**config.mk**
```make
export PLATFORM = sky130hd
export DESIGN_NAME = race_game_controller
export DESIGN_NICKNAME = d
export VERILOG_FILES = /design/src/rtl/race_game_controller.sv
export SDC_FILE = /design/constraint.sdc
export NUM_CORES = 1
export LEC_CHECK = 0
export ABC_AREA = 1
export ABC_CLOCK_PERIOD_IN_PS = 5700
export CAP_MARGIN = 20
export CORE_MARGIN = 5
export CORE_UTILIZATION = 45
export CTS_CLUSTER_SIZE = 16
export DETAILED_ROUTE_END_ITERATION = 8
export PLACE_DENSITY = 0.67
export SLEW_MARGIN = 20
export SYNTH_ARGS = -nofsm -noshare
export SYNTH_HDL_FRONTEND = slang
export SYNTH_SLANG_ARGS = --single-unit
```
**constraint.sdc**
```tcl
create_clock -name clk -period 5.7 [get_ports clk]
set_clock_uncertainty 0.1 [all_clocks]
set_input_delay 0.855 -clock clk [delete_from_list [all_inputs] [get_ports clk]]
set_output_delay 0.855 -clock clk [all_outputs]
set_load 0.05 [all_outputs]
```
**src/rtl/race_game_controller.sv**
```systemverilog
// Top-level LED racer sequencer: clear, lobby, optional countdown, race, winner hold.
// Define RACE_COUNTDOWN_EN to insert a 3-2-1 countdown (screen 11) between lobby and race.
module race_game_controller #(
  parameter int unsigned N_PLAYERS     = 4,
  parameter int unsigned MAX_POS       = 16,
  parameter int unsigned FINISH_CYCLES = 50000000,
  parameter int unsigned IDLE_CYCLES   = 500000000,
  parameter int unsigned CD_CYCLES     = 25000000
) (
  input  logic                                 clk,
  input  logic                                 reset,
  input  logic                                 start_btn,
  input  logic [N_PLAYERS-1:0]                 ready,
  input  logic [N_PLAYERS-1:0]                 activity,
  input  logic [N_PLAYERS*$clog2(MAX_POS)-1:0] pos_flat,
  output logic [1:0]                           current_screen,
  output logic                                 players_reset,
  output logic [$clog2(N_PLAYERS)-1:0]         winner_id,
  output logic                                 winner_valid,
  output logic [1:0]                           countdown
);
  localparam int unsigned PW      = $clog2(MAX_POS);
  localparam int unsigned WW      = $clog2(N_PLAYERS);
  localparam int unsigned MAX_FI  = (FINISH_CYCLES > IDLE_CYCLES) ? FINISH_CYCLES : IDLE_CYCLES;
  localparam int unsigned MAX_CYC = (MAX_FI > CD_CYCLES) ? MAX_FI : CD_CYCLES;
  localparam int unsigned TW      = $clog2(MAX_CYC) + 1;

`ifdef RACE_COUNTDOWN_EN
  typedef enum logic [2:0] {S_CLEAR, S_LOBBY, S_COUNTDOWN, S_RACE, S_WINNER} state_t;
`else
  typedef enum logic [2:0] {S_CLEAR, S_LOBBY, S_RACE, S_WINNER} state_t;
`endif

  state_t          state_q, state_d;
  logic [TW-1:0]   timer_q, timer_d, timer_inc;
  logic            start_prev_q, start_edge_q;
  logic            finish;
  logic [WW-1:0]   win_lane, win_d;
  logic [1:0]      screen_d;
  logic            prst_d, wvalid_d;
`ifdef RACE_COUNTDOWN_EN
  logic [1:0]      cd_d;
`endif

  // Lowest ready lane at or past the last track cell wins.
  always_comb begin
    finish   = 1'b0;
    win_lane = '0;
    for (int i = int'(N_PLAYERS) - 1; i >= 0; i--) begin
      if (ready[i] && (pos_flat[i*PW +: PW] >= PW'(MAX_POS - 1))) begin
        finish   = 1'b1;
        win_lane = WW'(i);
      end
    end
  end

  assign timer_inc = (timer_q == '1) ? timer_q : timer_q + TW'(1);

  // Next state, shared timer and registered-output decode.
  always_comb begin
    state_d  = state_q;
    timer_d  = timer_inc;
    win_d    = winner_id;
    screen_d = 2'b00;
    prst_d   = 1'b0;
    wvalid_d = 1'b0;
`ifdef RACE_COUNTDOWN_EN
    cd_d     = countdown;
`endif
    case (state_q)
      S_CLEAR: begin
        if ((timer_q >= TW'(1)) && (ready == '0) && (pos_flat == '0)) state_d = S_LOBBY;
      end
      S_LOBBY: begin
        if (start_edge_q && (ready != '0)) begin
`ifdef RACE_COUNTDOWN_EN
          state_d = S_COUNTDOWN;
          cd_d    = 2'd3;
`else
          state_d = S_RACE;
`endif
        end
      end
`ifdef RACE_COUNTDOWN_EN
      S_COUNTDOWN: begin
        if (ready == '0) begin
          state_d = S_LOBBY;
        end else if (timer_q == TW'(CD_CYCLES - 1)) begin
          if (countdown == 2'd1) begin
            state_d = S_RACE;
          end else begin
            cd_d    = countdown - 2'd1;
            timer_d = '0;
          end
        end
      end
`endif
      S_RACE: begin
        if (finish) begin
          state_d = S_WINNER;
          win_d   = win_lane;
        end else if (activity != '0) begin
          timer_d = '0;
        end else if (timer_q == TW'(IDLE_CYCLES - 1)) begin
          state_d = S_CLEAR;
        end
      end
      S_WINNER: begin
        if (timer_q == TW'(FINISH_CYCLES - 1)) state_d = S_CLEAR;
      end
      default: state_d = S_CLEAR;
    endcase

    if (state_d != state_q) timer_d = '0;

    case (state_d)
      S_CLEAR:     prst_d = 1'b1;
      S_RACE:      screen_d = 2'b01;
      S_WINNER: begin
        screen_d = 2'b10;
        wvalid_d = 1'b1;
      end
`ifdef RACE_COUNTDOWN_EN
      S_COUNTDOWN: screen_d = 2'b11;
`endif
      default: ;
    endcase
`ifdef RACE_COUNTDOWN_EN
    if (state_d != S_COUNTDOWN) cd_d = 2'd0;
`endif
  end

  // Start edge is registered, so a press acts one cycle after it is seen.
  always_ff @(posedge clk) begin
    if (reset) begin
      state_q        <= S_CLEAR;
      timer_q        <= '0;
      start_prev_q   <= 1'b1;
      start_edge_q   <= 1'b0;
      current_screen <= 2'b00;
      players_reset  <= 1'b1;
      winner_valid   <= 1'b0;
      winner_id      <= '0;
`ifdef RACE_COUNTDOWN_EN
      countdown      <= 2'd0;
`endif
    end else begin
      state_q        <= state_d;
      timer_q        <= timer_d;
      start_prev_q   <= start_btn;
      start_edge_q   <= start_btn & ~start_prev_q;
      current_screen <= screen_d;
      players_reset  <= prst_d;
      winner_valid   <= wvalid_d;
      winner_id      <= win_d;
`ifdef RACE_COUNTDOWN_EN
      countdown      <= cd_d;
`endif
    end
  end

`ifndef RACE_COUNTDOWN_EN
  assign countdown = 2'd0;
`endif

endmodule

```
Yosys cells after proc, flatten, opt, wreduce, memory -nomap -nowiden
Index checks and enable logic that the tools add are counted. W data, S select, Z words.

Bitwise operators: 2. Equality and inequality tests: 9. $add $sub $neg: 1. Muxes and demuxes: 22. Reductions and logical operators: 15. $lt $le $gt $ge: 5.

Operators with widths (number): $mux W30 (4); $add A30 B1 Y30 const B (1); $eq A30 B26 Y1 const B (1); $eq A30 B29 Y1 const B (1); $eq A30 B30 Y1 const B (1); $ge A30 B1 Y1 const B (1); $mux W3 (6); $ge A4 B4 Y1 const B (4); $logic_not A16 Y1 (1); $eq A3 B2 Y1 const B (4); $pmux W3 S4 (1); $mux W2 (4); $reduce_bool A4 Y1 (2); $logic_and A1 B1 Y1 (7); $logic_not A3 Y1 (2); $mux W1 (6); $logic_not A4 Y1 (1); $pmux W2 S2 (1); $eq A3 B1 Y1 const B (1); $ne A3 B3 Y1 (1); $reduce_and A2 Y1 (1); $reduce_or A2 Y1 (1); $and A1 B1 Y1 (1); $not A1 Y1 (1).

Flip-flop bits (word level): 41. Word-level logic and storage cells: 62. Bits of input ports: 27. Output and inout bits: 8.

Depth between registers and ports, before layout
Gate-level depths: netlist of run 1.

Word-level depth: 10. Depth in mapped cells: 14. Mapped depth without buffers: 13.

Least setup slack after synthesis of run 1
OpenSTA, ideal clock, no wires.

Path kind: input to register. Start point: in pos_flat[6]. End point: reg timer_q[18]. Stages: 13. Arrival time: 1.855 ns. Setup slack: 3.623 ns. Path buffers: 1. Data required time: 5.478 ns. Path through: nand2_1 -> inv_1 -> nand2_1 -> nand2_1 -> nand2_1 -> nand2_1 -> nor2_1 -> nand3_2 -> nand2_1 -> nand2_1 -> nand2_2 -> buf_6 -> nor2_2.

Cells in the longest elaborated chain, start to end: 8.

RTL lines: start, declared (RTL line 15) `input logic [N_PLAYERS*$clog2(MAX_POS)-1:0] pos_flat,`; $ge A4 B4 Y1 (RTL line 50) `if (ready[i] && (pos_flat[i*PW +: PW] >= PW'(MAX_POS - 1))) begin`; $logic_and A1 B1 Y1 (RTL line 50); $mux W1 (2 in series) (RTL line 50); $mux W3 (RTL line 99) `if (finish) begin`; $pmux W3 S4 (RTL line 70) `case (state_q)`; $ne A3 B3 Y1 (RTL line 114) `if (state_d != state_q) timer_d = '0;`; $reduce_or A2 Y1 (no source line); end signal, assigned (RTL line 149) `timer_q <= timer_d;`; end, declared (RTL line 35) `logic [TW-1:0] timer_q, timer_d, timer_inc;`.

Parallel ways exist; a longest one is shown, timed or not. A chain may end at the register's enable or synchronous reset.

Final worst setup path of run 1
Start point: in pos_flat[12]. End point: reg timer_q[0].

Cells in the longest elaborated chain, start to end: 10.

RTL lines (RTL line): $ge A4 B4 Y1 (50); $logic_and A1 B1 Y1 (50); $mux W1 (4 in series) (50); $mux W3 (99); $pmux W3 S4 (70); $ne A3 B3 Y1 (114); $reduce_or A2 Y1 (no source line).

Parallel ways exist; a longest one is shown, timed or not.

==> flow_metrics.env, run 1 <==
export IMPL_criticalPathCategory="in2reg"
export IMPL_synthTopCellsByArea="dfxtp_1, nand2_1, nor2_1"
export IMPL_synth_distinct_cells=32
export IMPL_fin_area_um2=3330
export IMPL_crit_chain="clkdlybuf4s50_1 > nand2_1 > nor2_1 > nand2_1 > nand2_1 > nand2_1 > nand2_1 > nor2_1 > nand3_2 > nor2_1 > nor2_1 > nand2_2 > nor2_1"
export IMPL_outcome="finished clean"
export IMPL_drt_iter0_drc=184
export IMPL_setup_tns_ps=0
export IMPL_avgViaCountPerCell=5.17
export IMPL_track_usage=0.219
export IMPL_cts_hold_buffers=0
export IMPL_insertion_delay_ps=310
export IMPL_timing_slew_headroom=0.525
export IMPL_ctsResizeCount=0
export IMPL_die_area_um2=8130
export IMPL_portBuffers=32
export IMPL_grt_start_max_net_pins=31
export IMPL_cpPeakStageDelay_ps=480
export IMPL_fp_dieW_um=90.2
export IMPL_fmax_mhz=367
export IMPL_die_h_um=90.2
export IMPL_route_detailed_drc=0
export IMPL_whs_path_depth=1
export IMPL_setup_viol_count_final=0
export IMPL_synthToLayoutAreaGrowth_pct=15.1
export IMPL_globalplace_congestion=1.01
export IMPL_yosysTopAreaCell="dfxtp_1"
export IMPL_design_portCount=35
export IMPL_overflow=0
export IMPL_r2r_end="timer_q[0]"
export IMPL_hold_viol_final=0
export IMPL_final_min_clock_period_ps=2720
export IMPL_worstPathArrival_ps=2850
export IMPL_grt_pass1_wl_um=14500
export IMPL_worstSetupEndpointType="flop"
export IMPL_rrSetupSlack_ps=3080
export IMPL_avgSynthCellArea_um2=5.97
export IMPL_nFillCells=726
export IMPL_path_clk_slew_ps=90
export IMPL_worstMarginPinSlew_ps=711
export IMPL_ff2ff_path_depth=12
export IMPL_synth_seq_cells=40
export IMPL_finalMaxSlewViolations=0
export IMPL_antenna_found_initial=0
export IMPL_cp_slowest_cell="clkdlybuf4s50_1"
export IMPL_drv_cap=0
export IMPL_ir_drop_mv=0.123
export IMPL_critical_path_max_fanout=30
export IMPL_core_um2=6310
export IMPL_finalPower_mw=0.535
export IMPL_dr_total_vias=3063
export IMPL_first_pass_iters=4
export IMPL_rows=29
export IMPL_crit_required_ps=5830
export IMPL_cts_sinks=40
export IMPL_cp_start_kind="input port"
export IMPL_yosysWarnings=0
export IMPL_hold_path_class="reg2reg"
export IMPL_fin_crit_sh=0.478
export IMPL_start_util=0.458
export IMPL_syn_area_um2=2890
export IMPL_drive_gt1_frac=0.0757
export IMPL_power_leakage_nw=1.36
export IMPL_cts_buffers=5
export IMPL_final_net_count=544
export IMPL_wire_per_inst_um=14.7
export IMPL_synth_top_area_frac=0.277
export IMPL_hpwl_um=6780
export IMPL_tritoncts="built"
export IMPL_grt_pass1_vias=2986
export IMPL_final_util=0.527
export IMPL_antenna_cells=0
export IMPL_rsz0062_at_grt="no"
export IMPL_post_cts_buffers=0
export IMPL_wirelength_um=8690
export IMPL_timing_rr_start="timer_q[0]"
export IMPL_min_to="start_edge_q"
export IMPL_placed_cell_area_um2=3230
export IMPL_cts_root_buf="clkbuf_8"
export IMPL_holdCritStartpoint="start_prev_q"
export IMPL_synth_cells=484
export IMPL_ant_nets=0
export IMPL_cts_path_max_buffers=2
export IMPL_yosysSeqAreaShare=0.277
export IMPL_h_tree_depth=2
export IMPL_power_density_nw_per_um2=161
export IMPL_crit_start="pos_flat[12]"
export IMPL_whs_ps=297
-- routing by layer --
| metal | global-route usage | part of all wire | up-vias | wire length [µm] |
|---|---|---|---|---|
| li1 | - | - | 1588 | - |
| met1 | 0.271 | 0.43 | 1375 | 3760 |
| met2 | 0.371 | 0.48 | 80 | 4160 |
| met3 | 0.0342 | 0.055 | 20 | 479 |
| met4 | 0.0980 | 0.034 | 0 | 293 |
| met5 | 0 | 0 | - | 0 |
-- cell usage after synthesis (all sizes together) --
cell	n
nand2	144
nor2	120
inv	55
dfxtp	40
nand3	36
o31ai	17
nand4	15
nor3	13
buf	9
o211ai	6
xor2	5
a21oi	4
o21ai	4
clkbuf	3
ha	3
nand3b	3
xnor2	2
and2	1
clkinv	1
conb	1
o21bai	1
or2	1
-- logic make-up (layout without fill, tap and decap cells) --
family / count (synthesis) / count (layout) / share of synthesized area
XOR/XNOR: 7 / 7 / 0.0212
AND/OR/NAND/NOR: 333 / 333 / 0.508
AO/OA/AOI/OAI: 32 / 32 / 0.0762
buffers and inverters: 68 / 97 / 0.103
adder cells (fa/ha/maj): 3 / 3 / 0.0130
flip-flops: 40 / 40 / 0.277
other: 1 / 3 / 0.00130
-- state kept, by name, indices dropped and copies added, names as in the netlist --
register / flops
timer_q: 30
state_q: 3
current_screen: 2
winner_id: 2
players_reset: 1
start_edge_q: 1
start_prev_q: 1
-- placed cells by master, fill, tap and decap left out, types with 2 or more instances in the layout --
cell             count
o31ai_1             17
inv_2                4
ha_1                 3
nand2_1            140
nand3_2              3
nor3_1              11
dfxtp_1             40
nand4_1             14
nand3_1             33
o21ai_0              4
clkdlybuf4s50_1     32
clkbuf_8             5
nor2_4               2
xnor2_1              2
clkinvlp_4           2
nand3b_1             3
inv_1               51
a21oi_1              4
nand2_2              4
nor2_1             105
o211ai_1             6
xor2_1               5
conb_1               3
nor2_2              13
-- stage by stage --
step / setup slack (ps) / cells
after floorplan: 3620 / 486
after global placement: 2700 / 584
after detailed placement: 2640 / 584
after CTS: 2960 / 592
after global routing: 2660 / 592
final: 2980 / 592
-- cell type report --
type,instances,area (µm²),area share
clock buffers,5,68.8,0.0207
clock inverters,3,23.8,0.00715
inverters,56,210,0.0632
multi-input cells,378,1800,0.541
flip-flops and latches,40,801,0.241
well taps,77,96.3,0.0290
repair buffers,33,328,0.0985
-- worst max-delay path: cells and delay by family --
kind	cells	cell delay (ps)
buf+inv	1	480
simple gates	12	1500
-- how the worst max path moves through the flow --
stage,endpoint,cells after the start
6_report,timer_q[0],13
5_1_grt,timer_q[0],13
4_1_cts,timer_q[0],13
3_5_place_dp,timer_q[0],13
3_3_place_gp,timer_q[15],13
2_1_floorplan,timer_q[18],13
-- report_power, final --
group | switching [mW] | leakage (nW) | total, mW | internal (mW)
Combinational | 0.0237 | 0.997 | 0.0460 | 0.0222
Sequential | 0.00162 | 0.323 | 0.282 | 0.281
Clock | 0.120 | 0.0404 | 0.207 | 0.0869
Power figures use the tool's default switching activity.
==> run 2: changes to the inputs <==
- ABC_CLOCK_PERIOD_IN_PS: 5700 -> 2830
- clock period: 5.7 -> 2.83 ns (I/O delays scaled with it)
==> run 2 against run 1 <==
Final cell count up 0.34%. Utilization grew 0.73 points. Cell area increased by 1.4%. Via count increased by 2.8%. First-iteration DRC count increased by 42%. Hold slack got worse by 2.5 ps. Combinational power grew 110%. Die area unchanged. Register-to-register slack worse by 2600 ps. Sequential power rose by 100%. Critical endpoint is now timer_q[27]. Largest power group unchanged. Highest routed layer unchanged.
==> flow_metrics.env, run 2 (synthesis gave the netlist of run 1 again) <==
export IMPL_setup_viol_count_final=0
export IMPL_cp_depth=11
export IMPL_grt_pass1_wl_um=14300
export IMPL_largest_register_ffs=30
export IMPL_wirelength_um=8570
export IMPL_fin_ws_ps=508
export IMPL_drive_gt1_frac=0.0793
export IMPL_power_leakage_nw=1.39
export IMPL_drt_iter0_drc=262
export IMPL_avgViaCountPerCell=5.30
export IMPL_ctsResizeCount=0
export IMPL_critical_path_max_fanout=6
export IMPL_dr_total_vias=3149
export IMPL_crit_chain="ha_1 > nand2_2 > inv_2 > nand3_2 > inv_1 > nand2_1 > nor2_1 > nand3_1 > nand3_1 > nand3_1 > nor2_2"
export IMPL_worstMarginPinSlew_ps=621
export IMPL_criticalPathCategory="reg2reg"
export IMPL_ir_drop_mv=0.193
export IMPL_multi_input_area_um2=1800
export IMPL_outcome="finished clean"
export IMPL_worstSetupEndpointType="flop"
export IMPL_insertion_delay_ps=300
export IMPL_fp_dieW_um=90.2
export IMPL_cts_root_buf="clkbuf_8"
export IMPL_setup_tns_ps=0
export IMPL_cts_sinks=40
export IMPL_timing_slew_headroom=0.586
export IMPL_rrSetupSlack_ps=510
export IMPL_cpPeakStageDelay_ps=420
export IMPL_core_um2=6310
export IMPL_hold_path_class="reg2reg"
export IMPL_whs_path_depth=1
export IMPL_portBuffers=32
export IMPL_die_h_um=90.2
export IMPL_route_detailed_drc=0
export IMPL_min_to="start_edge_q"
export IMPL_rows=29
export IMPL_register_area_um2=801
export IMPL_finalMaxSlewViolations=0
export IMPL_start_util=0.458
export IMPL_r2r_end="timer_q[27]"
export IMPL_antenna_found_initial=0
export IMPL_path_delay_family="simple AND/OR/NAND/NOR gates"
export IMPL_crit_buf_inv=2
export IMPL_path_clk_slew_ps=90
export IMPL_cts_path_max_buffers=2
export IMPL_timing_rr_start="timer_q[0]"
export IMPL_cts_hold_buffers=0
export IMPL_crit_required_ps=2970
export IMPL_hpwl_um=6700
export IMPL_h_tree_depth=2
export IMPL_tritoncts="built"
export IMPL_layout_common_cells="nand2_1, nor2_1, inv_1"
export IMPL_wire_per_inst_um=14.4
export IMPL_design_portCount=35
export IMPL_cts_buffers=5
export IMPL_post_cts_buffers=0
export IMPL_grt_start_max_net_pins=31
export IMPL_rsz0062_at_grt="no"
export IMPL_cp_start_kind="flop"
export IMPL_ant_nets=0
export IMPL_crit_top_cell="nand3_1"
export IMPL_overflow=0
export IMPL_hold_viol_final=0
export IMPL_fin_crit_sh=0.820
export IMPL_fmax_mhz=431
export IMPL_nFillCells=668
export IMPL_die_area_um2=8130
export IMPL_layout_commonest_cell="nand2_1"
export IMPL_ff2ff_path_depth=11
export IMPL_first_pass_iters=5
export IMPL_track_usage=0.211
export IMPL_globalplace_congestion=1.02
export IMPL_antenna_cells=0
export IMPL_worstPathArrival_ps=2470
export IMPL_dp_worst_setup_slack_ps=475
export IMPL_cp_slowest_cell="dfxtp_1"
export IMPL_power_density_nw_per_um2=341
export IMPL_drv_cap=0
export IMPL_final_net_count=546
export IMPL_grt_pass1_vias=3021
export IMPL_final_min_clock_period_ps=2320
export IMPL_reg_top3="timer_q (30), state_q (3)"
export IMPL_largest_register="timer_q"
export IMPL_holdCritStartpoint="start_prev_q"
export IMPL_synthToLayoutAreaGrowth_pct=16.7
run 2: changes by cell type in the layout (fill, tap and decap cells not counted):
cell	delta
buf_12	+1
buf_4	+1
bufinv_16	+1
clkinv_2	+1
clkinv_4	-1
clkinvlp_4	-1
run 2: how the worst max path moves through the flow:
stage           startpoint          end  slack (ps)
2_1_floorplan   timer_q[0]   timer_q[1]        1030
3_3_place_gp   pos_flat[6]   timer_q[4]         530
3_5_place_dp   pos_flat[6]  timer_q[10]         480
4_1_cts         timer_q[0]  timer_q[10]         530
5_1_grt         timer_q[0]  timer_q[27]         360
6_report        timer_q[0]  timer_q[27]         510
run 2: layout make-up:
cell class	instances	share of cell area
multi-input cells	378	0.533
flip-flops and latches	40	0.237
repair buffers	35	0.105
inverters	56	0.0623
well taps	77	0.0286
clock buffers	5	0.0204
clock inverters	3	0.0126
run 2: worst reg2reg max path: cells and delay by family, from the launching register on:
family,cells,cell delay (ps)
adder cells (fa/ha/maj),1,310
buffers and inverters,2,340
flip-flops,1,420
AND/OR/NAND/NOR,8,1090
run 2: stage by stage:
step	total power [mW]	cells	cell area [µm²]	utilization	hold WS, ps
final	1.15	594	3370	0.534	295
after floorplan	0.630	486	2900	-	274
after global placement	0.678	586	3260	0.517	283
after CTS	1.16	594	3370	0.534	301
after detailed placement	0.679	586	3260	0.517	288
after global routing	1.19	594	3370	0.534	312
run 2: where the power goes:
part / total [mW] / internal (mW) / switching (mW)
logic: 0.0966 / 0.0477 / 0.0489
registers: 0.569 / 0.566 / 0.00316
clock network: 0.485 / 0.261 / 0.223
total: 1.15 / 0.875 / 0.275
run 2: metal layers:
| layer | vias to the layer above | track usage | share of wire |
|---|---|---|---|
| li1 | 1599 | - | - |
| met5 | - | 0 | 0 |
| met3 | 10 | 0.0351 | 0.057 |
| met2 | 112 | 0.375 | 0.49 |
| met1 | 1428 | 0.264 | 0.44 |
| met4 | 0 | 0.0521 | 0.013 |
